**config.mk**
```make
export PLATFORM = sky130hd
export DESIGN_NAME = jump_branch_flat
export DESIGN_NICKNAME = d
export VERILOG_FILES = /design/src/rtl/jump_branch_if.sv /design/src/rtl/jump_branch.sv /design/src/flat_wrapper.sv
export SDC_FILE = /design/constraint.sdc
export NUM_CORES = 1
export LEC_CHECK = 0
export CAP_MARGIN = 20
export CORE_ASPECT_RATIO = 0.6
export CORE_MARGIN = 10
export CORE_UTILIZATION = 40
export DETAILED_ROUTE_END_ITERATION = 6
export PLACE_DENSITY = 0.79
export SYNTH_ARGS = -nofsm -noshare
export SYNTH_HDL_FRONTEND = slang
export SYNTH_SLANG_ARGS = --single-unit
```
**constraint.sdc**
```tcl
create_clock -name clk -period 4 [get_ports clk]
set_clock_uncertainty 0.05 [all_clocks]
set_input_delay 0.8 -clock clk [delete_from_list [all_inputs] [get_ports clk]]
set_output_delay 0.8 -clock clk [all_outputs]
set_load 0.02 [all_outputs]
```
**src/rtl/jump_branch_if.sv**
```systemverilog
// jump_branch_if
//   Groups the decode-stage signals exchanged between the control/decode side
//   and the jump/branch resolver.
//
//   master : decode/control side. It drives instruction, pc_plus_four, rs1
//            and fp_status, and it consumes outputPC, takeBranch and register31.
//   slave  : the resolver (jump_branch).
//
//   There is no valid/ready handshake on this interface. Every output is a
//   pure combinational function of the current inputs. The outputs are
//   meaningful in any cycle where the inputs are stable. takeBranch qualifies
//   outputPC, and register31 is always valid.
//
//   Bit numbering is descending [31:0]. Big-endian bit i of the instruction
//   is physical bit 31-i, so opcode [0:5] is instruction[31:26].
interface jump_branch_if;
  logic [31:0] instruction;
  logic [31:0] pc_plus_four;
  logic [31:0] rs1;
  logic        fp_status;
  logic [31:0] outputPC;
  logic        takeBranch;
  logic [31:0] register31;

  modport master (
    output instruction, pc_plus_four, rs1, fp_status,
    input  outputPC, takeBranch, register31
  );

  modport slave (
    input  instruction, pc_plus_four, rs1, fp_status,
    output outputPC, takeBranch, register31
  );
endinterface

```
**src/rtl/jump_branch.sv**
```systemverilog
// jump_branch
//   Decode-stage jump/branch resolver for the DLX pipeline. It decides
//   combinationally whether the decoded instruction redirects fetch. It
//   computes the redirect target and the R31 link value. A clocked
//   statistics block counts taken transfers and records the last target.
//
//   Ports:
//     clk          statistics clock
//     reset_n      asynchronous active-low reset (statistics only)
//     bus          jump_branch_if.slave: instruction, pc_plus_four, rs1,
//                  fp_status in; outputPC, takeBranch, register31 out
//     taken_count  saturating count of cycles with takeBranch=1
//     last_target  outputPC captured on the most recent taken cycle
module jump_branch #(
  parameter int CNT_W = 16
) (
  input  logic             clk,
  input  logic             reset_n,
  jump_branch_if.slave     bus,
  output logic [CNT_W-1:0] taken_count,
  output logic [31:0]      last_target
);

  localparam logic [5:0] OP_J      = 6'h02;
  localparam logic [5:0] OP_JAL    = 6'h03;
  localparam logic [5:0] OP_BEQZ   = 6'h04;
  localparam logic [5:0] OP_BNEZ   = 6'h05;
  localparam logic [5:0] OP_BFPT   = 6'h06;
  localparam logic [5:0] OP_BFPF   = 6'h07;
  localparam logic [5:0] OP_JR_OLD = 6'h0C;
  localparam logic [5:0] OP_JR     = 6'h12;
  localparam logic [5:0] OP_JALR   = 6'h13;

  localparam logic [CNT_W-1:0] CNT_ONE = CNT_W'(1);
  localparam logic [CNT_W-1:0] CNT_MAX = '1;

  logic [5:0]  opcode;
  logic [31:0] imm16;
  logic [31:0] imm26;
  logic [31:0] branch_target;
  logic [31:0] jump_target;
  logic        take;
  logic [31:0] target;

  // Big-endian [0:5] is physical [31:26]; [16:31] is [15:0]; [6:31] is [25:0].
  assign opcode = bus.instruction[31:26];
  assign imm16  = {{16{bus.instruction[15]}}, bus.instruction[15:0]};
  assign imm26  = {{6{bus.instruction[25]}}, bus.instruction[25:0]};

  // Modulo-2^32 adds; wrap-around is intentionally silent.
  assign branch_target = bus.pc_plus_four + imm16;
  assign jump_target   = bus.pc_plus_four + imm26;

  // Recognised branches drive their computed target even when not taken.
  // Unrecognised opcodes fall back to the sequential PC.
  always_comb begin
    take   = 1'b0;
    target = bus.pc_plus_four;
    unique case (opcode)
      OP_J, OP_JAL: begin
        take   = 1'b1;
        target = jump_target;
      end
      OP_BEQZ: begin
        take   = (bus.rs1 == 32'd0);
        target = branch_target;
      end
      OP_BNEZ: begin
        take   = (bus.rs1 != 32'd0);
        target = branch_target;
      end
      OP_BFPT: begin
        take   = bus.fp_status;
        target = branch_target;
      end
      OP_BFPF: begin
        take   = ~bus.fp_status;
        target = branch_target;
      end
      OP_JR, OP_JR_OLD, OP_JALR: begin
        take   = 1'b1;
        target = bus.rs1;  // no alignment check
      end
      default: begin
        take   = 1'b0;
        target = bus.pc_plus_four;
      end
    endcase
  end

  assign bus.takeBranch = take;
  assign bus.outputPC   = target;
  // No delay slot: the link is always the sequential PC; control decides
  // whether R31 is actually written.
  assign bus.register31 = bus.pc_plus_four;

  always_ff @(posedge clk or negedge reset_n) begin
    if (!reset_n) begin
      taken_count <= '0;
      last_target <= '0;
    end else if (take) begin
      if (taken_count != CNT_MAX) begin
        taken_count <= taken_count + CNT_ONE;
      end
      last_target <= target;
    end
  end

endmodule

```
**src/flat_wrapper.sv**
```systemverilog
// flat-port wrapper written by rule: the top's interface ports become plain ports
module jump_branch_flat 
#(
  parameter int CNT_W = 16
)
  (clk, reset_n, taken_count, last_target, bus_instruction, bus_pc_plus_four, bus_rs1, bus_fp_status, bus_outputPC, bus_takeBranch, bus_register31);
  jump_branch_if bus_i ();
  input  logic clk;
  input  logic reset_n;
  output logic [CNT_W-1:0] taken_count;
  output logic [31:0] last_target;
  input wire logic [$bits(bus_i.instruction)-1:0] bus_instruction;
  input wire logic [$bits(bus_i.pc_plus_four)-1:0] bus_pc_plus_four;
  input wire logic [$bits(bus_i.rs1)-1:0] bus_rs1;
  input wire logic [$bits(bus_i.fp_status)-1:0] bus_fp_status;
  output wire logic [$bits(bus_i.outputPC)-1:0] bus_outputPC;
  output wire logic [$bits(bus_i.takeBranch)-1:0] bus_takeBranch;
  output wire logic [$bits(bus_i.register31)-1:0] bus_register31;
  assign bus_i.instruction = bus_instruction;
  assign bus_i.pc_plus_four = bus_pc_plus_four;
  assign bus_i.rs1 = bus_rs1;
  assign bus_i.fp_status = bus_fp_status;
  assign bus_outputPC = bus_i.outputPC;
  assign bus_takeBranch = bus_i.takeBranch;
  assign bus_register31 = bus_i.register31;
  jump_branch #(.CNT_W(CNT_W)) u_core (.clk(clk), .reset_n(reset_n), .bus(bus_i), .taken_count(taken_count), .last_target(last_target));
endmodule
```
==> results of run 1 <==
flip-flops by register name, indices dropped and copies added, names as in the netlist:
register / flops
u_core.last_target: 32
u_core.taken_count: 16
final timing paths:
path                                                        start                            endpoint  slack [ns]  depth (start not counted)
worst max-delay path                         bus_pc_plus_four[16]                    bus_outputPC[30]       -0.43                         12
worst min-delay path            u_core.last_target[5]$_DFFE_PN0P_   u_core.last_target[5]$_DFFE_PN0P_        0.45                          1
worst max register to register  u_core.taken_count[5]$_DFFE_PN0P_  u_core.taken_count[15]$_DFFE_PN0P_        1.64                          7
min in group asynchronous                                 reset_n  u_core.taken_count[15]$_DFFE_PN0P_        0.47                          1
worst min register to register  u_core.last_target[5]$_DFFE_PN0P_   u_core.last_target[5]$_DFFE_PN0P_        0.45                          1
max in group asynchronous                                 reset_n  u_core.last_target[18]$_DFFE_PN0P_        2.59                          2
cells by family after synthesis:
group	synth area share (%)
simple gates	21.82
compound gates	28.26
mux	3.397
fa+ha+maj	8.958
flops	24.16
buf+inv	8.480
xor+xnor	4.932
synthesized netlist by cell type (10+ instances only):
master                      n
sky130_fd_sc_hd__inv_1     15
sky130_fd_sc_hd__ha_1      34
sky130_fd_sc_hd__xor2_1    15
sky130_fd_sc_hd__a31oi_1   11
sky130_fd_sc_hd__nand4_1   16
sky130_fd_sc_hd__o21ai_0   19
sky130_fd_sc_hd__nor3_1    13
sky130_fd_sc_hd__xnor2_1   13
sky130_fd_sc_hd__nor4_1    11
sky130_fd_sc_hd__nor2_1    45
sky130_fd_sc_hd__buf_4     33
sky130_fd_sc_hd__dfrtp_1   48
sky130_fd_sc_hd__clkbuf_1  15
sky130_fd_sc_hd__a21oi_1   36
sky130_fd_sc_hd__nand2_1   59
sky130_fd_sc_hd__a21o_1    18
sky130_fd_sc_hd__a22oi_1   27
sky130_fd_sc_hd__mux2_1    11
sky130_fd_sc_hd__o211ai_1  10
sky130_fd_sc_hd__and3_1    10
sky130_fd_sc_hd__nand3_1   25
per-layer routing:
metal / vias to the layer above / routed length, um / share of wire (%) / track usage, %
met1: 3413 / 11770 / 42 / 39.06
met4: 0 / 664 / 2.4 / 7.687
met3: 60 / 2904 / 10 / 9.129
li1: 3112 / - / - / -
met2: 433 / 12420 / 45 / 45.83
met5: - / 0 / 0 / 0
cell type report:
type	instances	area (um^2)
inverter	16	60.06
timing repair buffer	452	4018
clock inverter	2	38.79
sequential	48	1201
tap	165	206.4
fill	753	2205
multi-input combinational	489	4234
clock buffer	6	138.9
power breakdown:
group	switching, mW	internal [mW]	leakage [nW]	total (mW)
Sequential	0.0885	0.599	0.594	0.687
Clock	0.221	0.315	0.0871	0.535
Combinational	0.870	0.866	3.80	1.74
Total	1.18	1.78	4.48	2.96
repair_timing:
item,CTS,global route
pin swaps,72,46
resized for setup,294,68
endpoints found under the setup margin,34,30
buffers inserted,29,13
hold buffers,0,0
cloned,2,0
stage by stage:
stage	setup slack [ns]	instances	setup TNS (ns)
after floorplan	-0.02176	612	-0.02429
after global placement	-1.274	1126	-24.95
after detailed placement	-1.486	1126	-29.08
after CTS	-0.2996	1165	-2.147
after global routing	-0.5175	1178	-4.824
final	-0.4293	1178	-3.507
==> results.md, run 1 <==
- The flow ran to the end, but the final reports show violations.
- The checks that failed: setup timing.
- The Yosys step of the flow raised 0 warnings.
- In the synthesized netlist the dominant register cell turns out to be sky130_fd_sc_hd__dfrtp_1.
- After synthesis, flip-flops and latches occupy 24.16% of the total area.
- The delay contributed by the slowest stage of the critical path is 0.60 ns.
- Counting stages on the worst path, the most repeated cell is sky130_fd_sc_hd__buf_4.
- The timing-limited maximum frequency is 0.2258 GHz.
- The clock root buffer is sky130_fd_sc_hd__clkbuf_16.
- The path class of the tightest hold or removal check is reg2reg.
- The effective utilization at floorplan is 41.09%.
- The I/O pin count is between 200 and 250.
- In this run the cell area of the synthesized design comes to between 4000 and 5000 um^2.
- The tree built by TritonCTS fans out to 48 sinks.
- Setup repair after global routing could not meet its margin everywhere.
- The DRC violation count after routing is 0.
- The largest individual stage delay along the critical path comes from the cell sky130_fd_sc_hd__clkdlybuf4s50_1.
- Yosys attributes the largest share of cell area to sky130_fd_sc_hd__dfrtp_1, sky130_fd_sc_hd__ha_1, sky130_fd_sc_hd__buf_4.
- The number of different library cells used by synthesis comes to 70.
- The maximum level of the CTS H-tree is 2.
- The final instance area is ~9900 um^2.
- The fraction of final layout cells with drive strength greater than 1 is 41.26%.
- The number of maximum-capacitance violations is 0.
- The post-detailed-placement half-perimeter wirelength is 20790 um.
- Global routing consumed, over all layers together, between 20% and 30% of the routing resources.
- Leaving out fill and tap cells, the most frequent cell in the layout is sky130_fd_sc_hd__buf_4.
- The max-slew violation count was 0.
- At the later pin of the worst-skew pair, clock insertion delay measures 0.30 ns.
- For the pin with the worst max-slew slack, the measured transition is just under 0.7 ns.
- The signal on the critical path passes through clkdlybuf4s50_1 -> ha_2 -> a211oi_2 -> o21bai_1 -> o31a_1 -> buf_4 -> o31ai_4 -> a21oi_2 -> buf_4 -> o211ai_1 -> nand3_2 -> buf_6.
- The number of setup violations in the final report is 15.
- Synthesis produced a netlist whose cell count is roughly 610.
- The worst slew slack as a fraction of its limit is a little over half.
- The initial antenna violation count is 0.
- Clock-pin slew was measured on the worst setup and hold paths at around 0.070 ns.
- After floorplanning, the core was divided into 31 placement rows.
- The first detailed-routing pass took 5 iterations.
- The area of the die is 17440 um^2.
- The worst hold margin is about 0.45 ns.
- The share of async-settable or async-resettable flops after synthesis is 100.0%.
- The worst endpoint required time is approximately 3.2 ns.
- The static leakage is ~4.5 nW.
- In the final routed layout, each cell accounts on average for between 20 and 25 um.
- The worst setup path is captured at an output pin.
- The worst path buffer plus inverter count is 4.
- The number of vias per cell after detailed routing is 5.958.
- The number of global-route vias before repair is a little over 7000.
- Overall power consumption after layout is estimated at just under 3 mW.
- In the finished design, the share of the clock period the worst path needs comes to 110.7%.
- The final design utilization is roughly four fifths.
- The floorplan die height is around 110 um.
- The time the worst path needs with I/O delays and setup is ~4.4 ns.
- The total overflow left after global routing is 0.
- The number of antenna diodes in the final layout is 0.
- The clock passes through at most 2 buffers.
- On the critical path the largest part of the delay comes from compound AO/OA/AOI/OAI gates.
- The first routing iteration left approximately 740 violations.
- The floorplan step set the die width to around 160 um.
- The number of buffers created by CTS is 5.
- The routed wire length is ~28000 um.
- The detail route stage leaves a number of antenna-violating nets equal to 0.
- The count of input and output buffers is 211.
- The global-route wire length before repair is a little over 40000 um.
- In the layout the commonest cells are sky130_fd_sc_hd__buf_4, sky130_fd_sc_hd__clkdlybuf4s50_1, sky130_fd_sc_hd__dfrtp_1, sky130_fd_sc_hd__nand2_1, sky130_fd_sc_hd__nor2_1.
- The post-synth net total is roughly 750.
- The signed area change from the synthesized netlist to the final layout is 99.04%.
- The number of nets in the finished design is around 1100.
- Entering global routing, the biggest net connects 40 pins.
- The critical path arrival is around 3.6 ns.
- The worst setup path is of the in2out kind.
- The TritonCTS clock tree is built.
- Each instance of the synthesized netlist takes up on average just over 8 um^2.
- The core region is around 12000 um^2.
- The hold violation total from the final report is 0.
- The final worst slack is -0.4293 ns.
- In this run, synthesis inferred 0 flip-flops with an integrated enable.
- In this run the worst path has a maximum fanout of 3.
- Dividing total power by cell area gives a power density of between 200 and 300 nW/um^2.
- STA classifies the critical path startpoint as a primary input.
- The via count is roughly 7000.
- In this run the cell area measured after placement is around 8500 um^2.
- The worst ir drop on vdd is around 220 uV.
- The synthesized design contains 48 register bits.
- At the end of routability-driven placement, the weighted congestion stood at approximately 1.
- Summed over all instances, the cell type with the most area after synthesis is sky130_fd_sc_hd__dfrtp_1.
- After synthesis, the largest area contributor takes up 24.16% of total cell area.
No activity file was read; power rests on OpenSTA's default activity.
==> run 2: changes to the inputs <==
==> constraint.sdc (replaced) <==
create_clock -name clk -period 4 [get_ports clk]
set_clock_uncertainty 0.05 [all_clocks]
set_input_delay 0.8 -clock clk [delete_from_list [all_inputs] [get_ports clk]]
set_output_delay 0.8 -clock clk [all_outputs]
set_load 0.1 [all_outputs]
==> run 2 against run 1 <==
Compared with the run above: the flow still finishes with violations (setup timing); core utilization up 1.5 points; maximum frequency down 0.78%; first-iteration DRC count down 24%; critical path depth up 5; largest cell class unchanged.
==> results.md, run 2 (synthesized netlist as in run 1, its figures left out) <==
- After clock tree synthesis, the flow added hold-fix buffers numbering 0.
- Setup repair after global routing could not meet its margin everywhere.
- The number of global-route vias before repair is just under 7000.
- The number of nets in the finished design is about 1100.
- After clock tree synthesis, the clock-pin slew on the worst setup and hold paths is roughly 0.07 ns.
- The die covers 17440 um^2.
- The effective utilization at floorplan is 41.09%.
- The number of sinks handled by clock tree synthesis is 48.
- The count of placed standard cells including taps is 1103.
- The worst setup path is launched from a primary input.
- Summed over all layers, the routed wires come to approximately 26000 um.
- Max-cap violations in this run came to 0.
- The count of input and output buffers is 211.
- The worst hold margin is between 0.4 and 0.5 ns.
- The detailed-route wire length per cell is roughly 23 um.
- The total internal power is between 1.5 and 2 mW.
- The total routing usage reported by global routing is 27.64%.
- The final worst slack is -0.4639 ns.
- The static leakage is roughly 4.5 nW.
- The worst path buffer plus inverter count is 6.
- The slew at the pin closest to its max-slew limit is 1.024 ns.
- For this design the total switching power over the nets is between 2 and 2.5 mW.
- The flow ran to the end, but the final reports show violations.
- The HPWL after detailed placement is 19950 um.
- The number of vias per cell after detailed routing is just under 6.
- TritonCTS built the clock tree.
- The number of setup violations in the final report is 17.
- For the finished layout, the period the worst path requires is around 4.5 ns.
- The clock tree synthesis step divided the H-tree into 2 levels.
- The initial antenna violation count is 0.
- The overall overflow remaining after global route is 0.
- The slowest library cell on the worst path is sky130_fd_sc_hd__o31a_1.
- The buffer depth of the longest clock path is 2.
- The detailed-routing iteration count for the pre-antenna-repair pass is 5.
- Among cell families on the critical path, the largest total delay comes from compound AO/OA/AOI/OAI gates.
- STA puts the critical path data arrival time at approximately 3.6 ns.
- Counting flops per register, the top entry is u_core.last_target.
- After the first detailed-routing iteration, the DRC count stood at between 500 and 600.
- The worst-skew pair later-pin latency is approximately 0.31 ns.
- The total area inside the core boundary comes to 12100 um^2.
- The worst-case IR drop observed on VDD is between 300 and 400 uV.
- Traced cell by cell, the critical path runs through buf_8 -> nor4b_4 -> buf_6 -> buf_12 -> nand2_8 -> nand2_2 -> ha_4 -> buf_4 -> o211ai_1 -> nor2_1 -> o31a_1 -> o31a_1 -> o211ai_1 -> buf_4 -> a211o_1 -> nand3_4 -> buf_12.
- The number of buffers created by CTS is 5.
- The DRC violation count after routing is 0.
- The tightest min-delay check is of the reg2reg type.
- Summing internal, switching and leakage power gives ~4.0 mW.
- The repair_antennas step left the layout with diodes totalling 0.
- The final instance area is 10080 um^2.
- Timing would allow up to roughly 0.22 GHz.
- The critical path capture point type is an output pin.
- The start-to-end type of the worst setup path is in2out.
- The placed instances occupy a cell area of between 8000 and 9000 um^2.
- Leaving out fill and tap cells, the most frequent cell in the layout is sky130_fd_sc_hd__buf_4.
- The max-slew violation count is 0.
- The tree is rooted in a sky130_fd_sc_hd__clkbuf_16.
- The global-route wire length before repair is ~39000 um.
- In the finished design, the share of the clock period the worst path needs comes to 111.6%.
- Combinational logic burns between 60% and 70% of the power.
- For this run, the share of the core covered by cells in the final layout is 83.31%.
- The placer's final routability congestion estimate is 0.9882.
- The residual antenna-violating net count after detailed routing is 0.
- Of all nets on the critical path, the largest fanout is 5.
- The initialized floorplan defines 31 standard-cell rows.
- Leaving out fill and tap cells, the most frequent cells in the layout are sky130_fd_sc_hd__buf_4, sky130_fd_sc_hd__clkdlybuf4s50_1, sky130_fd_sc_hd__dfrtp_1, sky130_fd_sc_hd__nand2_1, sky130_fd_sc_hd__nor2_1.
- The worst pin sits at a relative slew slack of roughly a third.
- Of the total power, registers draw between 15 and 20%.
- The I/O pin count is between 200 and 250.
- Of the total power, the share spent switching nets is 55.10%.
- The flip-flop count of the largest register, all copies and words added is 32.
- Cells with a size suffix above 1 make up approximately 45% of the layout.
- The largest registers in the layout are u_core.last_target (32), u_core.taken_count (16).
- The slack of the worst reg-to-reg path is around 1.9 ns.
- The clock network fraction of total power is a little over an eighth.
- The delay contributed by the slowest stage of the critical path is 0.37 ns.
- The power density over the cells is 399.9 nW/um^2.
- The hold violation total from the final report is 0.
- Measured along the y axis, the die boundary spans ~110 um.
- The worst endpoint required time is around 3.2 ns.
- The final reports fail on setup timing.
- The signed area change from the synthesized netlist to the final layout is 102.8%.
- The via count is between 6000 and 7000.
- The filler-free cell count of the finished design is 1148.
- The floorplan step set the die width to 163.9 um.
- Entering global routing, the biggest net connects 49 pins.
[run 2: cell count changes in the layout (fill, tap and decap cells not counted), moves of 6 or more]
cell / previous run / this run
sky130_fd_sc_hd__dlygate4sd2_1: 13 / 21
sky130_fd_sc_hd__buf_12: 5 / 35
sky130_fd_sc_hd__o21ai_0: 10 / 4
sky130_fd_sc_hd__buf_4: 233 / 224
sky130_fd_sc_hd__clkdlybuf4s50_1: 149 / 109
sky130_fd_sc_hd__dlymetal6s2s_1: 15 / 7
[run 2: per-stage QoR]
step	worst slack, ns	setup TNS [ns]
floorplan	-0.4997	-3.583
global placement	-0.8387	-13.34
detailed placement	-0.9670	-16.16
CTS	-0.4093	-2.639
global route	-0.5993	-5.097
finish	-0.4639	-3.672
[run 2: area by class of cell]
| class | instances | area [um^2] |
|---|---|---|
| multi-input cells | 491 | 4415 |
| repair buffers | 420 | 4024 |
| fillers | 732 | 2019 |
| flip-flops and latches | 48 | 1201 |
| well taps | 165 | 206.4 |
| clock buffers | 5 | 125.1 |
| inverters | 16 | 62.56 |
| clock inverters | 3 | 47.55 |
[run 2: power by group through the flow]
| stage | clock network (mW) | logic (mW) | registers (mW) |
|---|---|---|---|
| floorplan | 0 | 0.878 | 1.52 |
| global placement | 0 | 2.57 | 0.685 |
| detailed placement | 0 | 2.60 | 0.693 |
| CTS | 0.530 | 2.71 | 0.686 |
| global route | 0.546 | 2.90 | 0.704 |
| finish | 0.535 | 2.81 | 0.687 |
[run 2: path summary, 6_finish.rpt]
| path | start | end | depth (start not counted) |
|---|---|---|---|
| worst min register to register | u_core.taken_count[9]$_DFFE_PN0P_ | u_core.taken_count[9]$_DFFE_PN0P_ | 1 |
| worst max register to register | u_core.taken_count[4]$_DFFE_PN0P_ | u_core.taken_count[15]$_DFFE_PN0P_ | 7 |
| worst max-delay path | bus_instruction[31] | bus_outputPC[28] | 17 |
| worst min-delay path | u_core.taken_count[9]$_DFFE_PN0P_ | u_core.taken_count[9]$_DFFE_PN0P_ | 1 |
| max in group asynchronous | reset_n | u_core.taken_count[6]$_DFFE_PN0P_ | 2 |
| min in group asynchronous | reset_n | u_core.taken_count[10]$_DFFE_PN0P_ | 2 |
[run 2: timing repair]
item                       4_1_cts  5_1_grt
gates cloned                     1        1
setup endpoints to repair       28       23
gates resized for setup        155       64
pin swaps                       58       53
buffers inserted                20       20
[run 2: metal layers]
layer | vias to the layer above | global-route usage [%] | part of all wire, % | wire (um)
li1 | 3047 | - | - | -
met5 | - | 0 | 0 | 0
met1 | 3327 | 37.77 | 44 | 11430
met4 | 0 | 6.353 | 1.9 | 493
met2 | 389 | 42.45 | 44 | 11670
met3 | 46 | 7.396 | 10 | 2638
